## src/rtl/meas_bcd_conv.sv

```systemverilog
// meas_bcd_conv
// Periodically (or on request) snapshots the parameter-measurement results,
// scales the ADC codes (Vpp/max/min) to millivolts and converts all four
// values to packed BCD using one shared sequential double-dabble engine.
//
// Ports
//   clk          : system clock, all logic on the rising edge
//   rst_n        : asynchronous active-low reset
//   refresh_req  : single-cycle request for an immediate conversion
//   ad_freq      : measured frequency in Hz (clk domain)
//   ad_vpp/max/min : 8-bit ADC codes from another clock domain, quasi-static
//   freq_bcd     : 7 BCD digits, most significant digit in [27:24]
//   vpp/max/min_bcd : 4 BCD digits of millivolts
//   meas_unstable: result set was captured without two matching samples
//   bcd_valid    : one-cycle strobe, every BCD output updated this cycle
//   busy         : high whenever the controller is not idle
//
// Handshake: there is no back-pressure. bcd_valid is a pure strobe; the
// outputs hold their value between strobes, so a consumer may latch on the
// strobe or read at any later time.
module meas_bcd_conv #(
  parameter logic [24:0] REFRESH_CYC = 25'd5_000_000,
  parameter logic [13:0] VFS_MV      = 14'd10000
) (
  input  logic        clk,
  input  logic        rst_n,
  input  logic        refresh_req,
  input  logic [19:0] ad_freq,
  input  logic [7:0]  ad_vpp,
  input  logic [7:0]  ad_max,
  input  logic [7:0]  ad_min,
  output logic [27:0] freq_bcd,
  output logic [15:0] vpp_bcd,
  output logic [15:0] max_bcd,
  output logic [15:0] min_bcd,
  output logic        meas_unstable,
  output logic        bcd_valid,
  output logic        busy
);

  typedef enum logic [2:0] {
    S_IDLE, S_SAMP0, S_SAMP1, S_SCALE, S_CONV, S_DONE
  } state_e;

  localparam logic [24:0] REF_LAST = REFRESH_CYC - 25'd1;
  localparam logic [4:0]  DD_STORE = 5'd21;  // load + 20 shifts, then store

  state_e      state_q, state_d;
  logic        pending_q, pending_d;
  logic [1:0]  retry_q, retry_d;
  logic [24:0] ref_cnt_q;

  logic [7:0]  s1_vpp_q, s1_max_q, s1_min_q;
  logic [19:0] freq_q;
  logic        unstable_q;
  logic [13:0] mv_vpp_q, mv_max_q, mv_min_q;

  logic [19:0] dd_bin_q;
  logic [27:0] dd_bcd_q;
  logic [4:0]  dd_cyc_q;
  logic [1:0]  dd_sel_q;
  logic [27:0] st_freq_q;
  logic [15:0] st_vpp_q, st_max_q;

  logic [27:0] freq_bcd_q;
  logic [15:0] vpp_bcd_q, max_bcd_q, min_bcd_q;
  logic        meas_unstable_q, bcd_valid_q;

  logic        tick, req, samp_diff, dd_last;
  logic [19:0] dd_operand;
  logic [27:0] dd_adj;

  // Tick and refresh_req in the same cycle collapse into one request.
  assign tick      = (ref_cnt_q == REF_LAST);
  assign req       = tick | refresh_req;
  assign samp_diff = (ad_vpp != s1_vpp_q) || (ad_max != s1_max_q) ||
                     (ad_min != s1_min_q);
  assign dd_last   = (dd_cyc_q == DD_STORE) && (dd_sel_q == 2'd3);

  // Operand order: freq, vpp, max, min. mV values are zero-extended.
  always_comb begin
    dd_operand = freq_q;
    case (dd_sel_q)
      2'd1:    dd_operand = {6'd0, mv_vpp_q};
      2'd2:    dd_operand = {6'd0, mv_max_q};
      2'd3:    dd_operand = {6'd0, mv_min_q};
      default: dd_operand = freq_q;
    endcase
  end

  // Add-3 correction on every BCD nibble >= 5 ahead of the shift.
  always_comb begin
    dd_adj = dd_bcd_q;
    for (int i = 0; i < 7; i++) begin
      if (dd_bcd_q[4*i +: 4] >= 4'd5) dd_adj[4*i +: 4] = dd_bcd_q[4*i +: 4] + 4'd3;
    end
  end

  // Controller: next state, pending flag and retry counter.
  always_comb begin
    state_d   = state_q;
    pending_d = pending_q;
    retry_d   = retry_q;
    // A request arriving while busy (including the DONE cycle) is remembered
    // once; any further requests before the restart are dropped.
    if (state_q != S_IDLE && req) pending_d = 1'b1;
    case (state_q)
      S_IDLE: begin
        if (req || pending_q) begin
          state_d   = S_SAMP0;
          pending_d = 1'b0;
        end
      end
      S_SAMP0: begin
        retry_d = 2'd0;
        state_d = S_SAMP1;
      end
      S_SAMP1: begin
        if (!samp_diff || retry_q == 2'd3) begin
          state_d = S_SCALE;
          retry_d = 2'd0;
        end else begin
          retry_d = retry_q + 2'd1;
        end
      end
      S_SCALE: state_d = S_CONV;
      S_CONV:  if (dd_last) state_d = S_DONE;
      S_DONE:  state_d = S_IDLE;
      default: state_d = S_IDLE;
    endcase
  end

  always_ff @(posedge clk or negedge rst_n) begin
    if (!rst_n) begin
      state_q   <= S_IDLE;
      pending_q <= 1'b0;
      retry_q   <= 2'd0;
      ref_cnt_q <= 25'd0;
    end else begin
      state_q   <= state_d;
      pending_q <= pending_d;
      retry_q   <= retry_d;
      ref_cnt_q <= tick ? 25'd0 : ref_cnt_q + 25'd1;
    end
  end

  always_ff @(posedge clk or negedge rst_n) begin
    if (!rst_n) begin
      s1_vpp_q <= 8'd0;  s1_max_q <= 8'd0;  s1_min_q <= 8'd0;
      freq_q   <= 20'd0; unstable_q <= 1'b0;
      mv_vpp_q <= 14'd0; mv_max_q <= 14'd0; mv_min_q <= 14'd0;
      dd_bin_q <= 20'd0; dd_bcd_q <= 28'd0; dd_cyc_q <= 5'd0; dd_sel_q <= 2'd0;
      st_freq_q <= 28'd0; st_vpp_q <= 16'd0; st_max_q <= 16'd0;
      freq_bcd_q <= 28'd0; vpp_bcd_q <= 16'd0; max_bcd_q <= 16'd0;
      min_bcd_q  <= 16'd0; meas_unstable_q <= 1'b0; bcd_valid_q <= 1'b0;
    end else begin
      bcd_valid_q <= 1'b0;
      case (state_q)
        S_SAMP0: begin
          s1_vpp_q <= ad_vpp; s1_max_q <= ad_max; s1_min_q <= ad_min;
        end
        S_SAMP1: begin
          // Reload on mismatch; on exit this same load is the accepted value.
          s1_vpp_q <= ad_vpp; s1_max_q <= ad_max; s1_min_q <= ad_min;
          if (state_d == S_SCALE) begin
            freq_q     <= ad_freq;
            unstable_q <= samp_diff;
          end
        end
        S_SCALE: begin
          // 8-bit code x 14-bit span = 22-bit product; keep bits [21:8].
          mv_vpp_q <= 14'((22'(s1_vpp_q) * 22'(VFS_MV)) >> 8);
          mv_max_q <= 14'((22'(s1_max_q) * 22'(VFS_MV)) >> 8);
          mv_min_q <= 14'((22'(s1_min_q) * 22'(VFS_MV)) >> 8);
          dd_cyc_q <= 5'd0;
          dd_sel_q <= 2'd0;
        end
        S_CONV: begin
          if (dd_cyc_q == 5'd0) begin
            dd_bin_q <= dd_operand;
            dd_bcd_q <= 28'd0;
            dd_cyc_q <= dd_cyc_q + 5'd1;
          end else if (dd_cyc_q != DD_STORE) begin
            dd_bcd_q <= {dd_adj[26:0], dd_bin_q[19]};
            dd_bin_q <= {dd_bin_q[18:0], 1'b0};
            dd_cyc_q <= dd_cyc_q + 5'd1;
          end else begin
            case (dd_sel_q)
              2'd0:    st_freq_q <= dd_bcd_q;
              2'd1:    st_vpp_q  <= dd_bcd_q[15:0];
              2'd2:    st_max_q  <= dd_bcd_q[15:0];
              default: ;
            endcase
            dd_sel_q <= dd_sel_q + 2'd1;
            dd_cyc_q <= 5'd0;
          end
          // The final store edge also loads the outputs (min bypasses the
          // staging register), so every output and the strobe become
          // visible together in the DONE cycle.
          if (dd_last) begin
            freq_bcd_q      <= st_freq_q;
            vpp_bcd_q       <= st_vpp_q;
            max_bcd_q       <= st_max_q;
            min_bcd_q       <= dd_bcd_q[15:0];
            meas_unstable_q <= unstable_q;
            bcd_valid_q     <= 1'b1;
          end
        end
        default: ;
      endcase
    end
  end

  assign freq_bcd      = freq_bcd_q;
  assign vpp_bcd       = vpp_bcd_q;
  assign max_bcd       = max_bcd_q;
  assign min_bcd       = min_bcd_q;
  assign meas_unstable = meas_unstable_q;
  assign bcd_valid     = bcd_valid_q;
  assign busy          = (state_q != S_IDLE);

endmodule

```

## config.mk

```make
export PLATFORM = sky130hd
export DESIGN_NAME = meas_bcd_conv
export DESIGN_NICKNAME = d
export VERILOG_FILES = /design/src/rtl/meas_bcd_conv.sv
export SDC_FILE = /design/constraint.sdc
export NUM_CORES = 1
export LEC_CHECK = 0
export ABC_AREA = 1
export CAP_MARGIN = 10
export CORE_MARGIN = 1.5
export CORE_UTILIZATION = 55
export CTS_CLUSTER_DIAMETER = 30
export CTS_CLUSTER_SIZE = 20
export DETAILED_ROUTE_END_ITERATION = 10
export MAX_ROUTING_LAYER = met4
export PLACE_DENSITY = 0.74
export RECOVER_POWER = 100
export SLEW_MARGIN = 20
export SYNTH_ARGS = -nofsm -noshare
export SYNTH_HDL_FRONTEND = slang
export SYNTH_SLANG_ARGS = --single-unit
```

## constraint.sdc

```tcl
create_clock -name clk -period 5.25 [get_ports clk]
set_input_delay 1.05 -clock clk [delete_from_list [all_inputs] [get_ports clk]]
set_output_delay 1.05 -clock clk [all_outputs]
set_load 0.02 [all_outputs]
```

==> run_results.csv <==
group,metric,value,unit
status,status,"complete, but fails checks",
status,violations,"max-capacitance violations, max-slew violations",
global_route,grt_usage,27.2,%
critical_path,r2r_start,"s1_vpp_q[5]",
hold_path,hp-class,"reg2reg",
critical_path,startpoint,"ad_max[5]",
sta,hold_viol,0,
place,numPortBuffers,125,
floorplan,ios,126,
critical_path,slowest_stage,"clkbuf_1",
routing,routed_wl,40900,um
cts,htree_levels,3,
hold_path,min-delay-start,"vpp_bcd[3]",
hold_path,whs_path_depth,2,
cts,root_buffer,"clkbuf_16",
routing,drt_pre_antenna_iters,6,
floorplan,die_area,32100,um^2
yosys,synth_compound_area_share,10.7,%
cts,cts_tree,"yes",
routing,detail_route.iter0.violations,936,
cts,cts_max_path_buffers,3,
yosys,async_flop_share,100,%
yosys,syn-mean-instance-area,8.43,um^2
global_route,antenna_found_initial,0,
critical_path,worstPathCellList,"dlygate4sd3_1 -> inv_1 -> nand2_1 -> nand2_1 -> nor2_1 -> nand2_1 -> nor2_1 -> nand3_1 -> nand2_1 -> clkbuf_1 -> nand2_1 -> nand2_1 -> nand2_1",
final_layout,finish.instance_area,21000,um^2
critical_path,cp.required,5.68,ns
routing,routedWlPerCell,15.6,um
run,drv_cap,7,
cts,postCtsSetupRepairBufs,0,
final_layout,drive_gt1_share,6.04,%
yosys,synth_edf_count,0,
yosys,synth_area,17100,um^2
yosys,synthSimpleGateAreaFrac,20.2,%
critical_path,ff2ff_path_depth,13,
floorplan,dieHeight,179,um
yosys,synth_flop_cell,"dfrtp_1",
global_route,grt_start_max_net_pins,119,
final_layout,area_delta_synth_final,23.3,%
yosys,synth_cell_type_count,41,
sta,setup_viol,0,
yosys,synth_seq_cells,311,
sta,post-route-min-period,3.89,ns
cts,numClockSinks,311,
sta,drv_slew,468,
sta,max_clock_freq,0.257,GHz
routing,ant_nets,0,
cts,holdBufCountCts,0,
place,gp_congestion,0.901,
floorplan,fp.dieW,179,um
yosys,muxShareOfSynthArea,0,%
final_layout,n_antenna_cell,0,
sta,fin_tns_setup,0,ns
place,placed_cell_area,18700,um^2
sta,min_period_over_period,74.2,%
yosys,synth_fa_ha_area_share,14.5,%
critical_path,cpMostUsedCell,"nand2_1",
yosys,synth-xor-area-share,1.59,%
yosys,synth_top_family_by_area,"simple AND/OR/NAND/NOR gates",
critical_path,crit_arrival,4.32,ns
routing,post_drt_via_cell_ratio,5.40,
cts,clock_latency,0.56,ns
critical_path,rrSetupSlack,1.43,ns
yosys,ys_seq_area_share,45.6,%
final_layout,final_nets,2390,
critical_path,max_stage_delay,0.84,ns
sta,worst_pin_slew,3.08,ns
global_route,first_global_vias,14100,
sta,rsz0062_at_grt,"false",
critical_path,crit_type,"in2reg",
floorplan,row_count,64,
cts,post_cts_resized,0,
place,dp_hpwl,28000,um
global_route,grt_pass1_wl,67700,um
yosys,syn_inst,2025,
critical_path,critPathCaptureType,"flop",
routing,vias,14100,
cts,cts_inserted_buffers,69,
sta,slew_headroom,-105,%
global_route,overflow,0,
critical_path,reg2reg_to,"mv_vpp_q[8]",
floorplan,fp.coreArea,30600,um^2
critical_path,path_buf_inv,3,
routing,drc,0,
yosys,synthesis.nets,2248,
critical_path,cpLargestDelayFamily,"simple AND/OR/NAND/NOR gates",
sta,fin_worst_skew,0.0137,ns
critical_path,cp_max_fo,23,
hold_path,worst_hold_path.endpoint,"vpp_bcd[3]",
yosys,yosysWarnings,0,
floorplan,start_util,55.8,%
cts,clkTransAtPathRegs,0.05,ns
critical_path,cp-start-kind,"primary input",
-- state kept, by name, summed over array words and instances, names as in the netlist, 20 cells and up --
register and count:
dd_bcd_q 28, dd_bin_q 20, freq_bcd 28, freq_q 20
ref_cnt_q 25, st_freq_q 28
-- cell families (layout without fill, tap and decap cells) --
family                     Yosys count  count (layout)
buffers and inverters              327             521
AOI/OAI and AO/OA                  333             333
and+or+nand+nor                    847             847
adders and majority gates          176             176
DFF                                311             311
xor gates and xnor gates            31              31
-- final cells by class --
cell class | count | area [um^2]
fillers | 2396 | 9550
multi-input cells | 1387 | 7980
flip-flops and latches | 311 | 7780
clock buffers | 90 | 1920
repair buffers | 136 | 1310
inverters | 262 | 987
clock inverters | 33 | 569
well taps | 396 | 495
-- synth_stat cells (3+ instances only) --
master	number	area (um^2)
a21oi_1	55	275
a22oi_1	3	22.5
a31oi_1	16	100
buf_1	6	22.5
buf_2	26	130
clkbuf_1	33	124
dfrtp_1	311	7780
fa_1	36	721
ha_1	140	1750
inv_1	257	965
inv_2	4	15.0
nand2_1	618	2320
nand3_1	90	450
nand3b_1	3	22.5
nand4_1	11	68.8
nor2_1	80	300
nor3_1	22	110
nor4_1	3	18.8
o211ai_1	18	135
o21ai_0	159	796
o21ai_1	49	245
o21bai_1	4	30.0
o221ai_1	4	35.0
o22ai_1	12	75.1
o311ai_0	4	35.0
o32ai_1	4	35.0
or2_2	7	43.8
xnor2_1	10	87.6
xor2_1	21	184
-- routing by layer --
layer	global-route usage (%)	vias up	wire length [um]	share of wire (%)
li1	-	6844	-	-
met1	34.3	6724	17700	43
met2	44.0	452	19600	48
met3	4.96	95	2440	6.0
met4	10.4	0	1200	2.9
met5	-	-	0	0
-- metrics by stage --
stage          utilization [%]  cells  worst slack (ns)  hold WS (ns)
2_1_floorplan                -   2025              1.70         0.437
3_3_place_gp              61.0   2492              1.58         0.451
6_report                  68.8   2615              1.36         0.457
4_1_cts                   69.1   2615              1.46         0.458
3_5_place_dp              61.0   2492              1.49         0.453
5_1_grt                   68.8   2615             0.633         0.482
-- worst max-delay path by stage --
stage	end	slack (ns)	depth (start not counted)
finish	freq_q[5]	1.36	13
global route	state_q[0]	0.63	2
CTS	mv_vpp_q[8]	1.46	13
detailed placement	mv_vpp_q[8]	1.49	13
global placement	mv_vpp_q[8]	1.58	13
floorplan	mv_vpp_q[8]	1.70	13
-- layout by cell type (no fill, tap or decap), types with 2 or more instances in the layout --
cell,n
a21boi_0,2
a21o_1,2
a21oi_1,55
a22oi_1,3
a31oi_1,16
and2_1,2
bufinv_16,12
clkbuf_1,15
clkbuf_16,69
clkbuf_2,5
clkbuf_8,11
clkdlybuf4s50_1,44
clkinv_2,5
clkinv_8,3
clkinvlp_4,9
dfrtp_1,311
dlygate4sd3_1,80
fa_1,36
ha_1,140
inv_1,259
nand2_1,620
nand3_1,90
nand3b_1,3
nand4_1,13
nor2_1,81
nor2_2,2
nor3_1,23
nor4_1,3
o211ai_1,18
o21ai_0,195
o21ai_1,13
o21bai_1,4
o221ai_1,4
o22ai_1,12
o311ai_0,4
o32ai_1,4
or2_2,7
xnor2_1,10
xor2_1,21
-- worst min-delay path, cell delays in order, from the launching register on --
cell	delay, ns
dfrtp_1	0.33
nand2_1	0.05
nand2_1	0.04
Power is not shown: default switching activity piles up to over one toggle a cycle in this logic, so the estimate is an artifact.
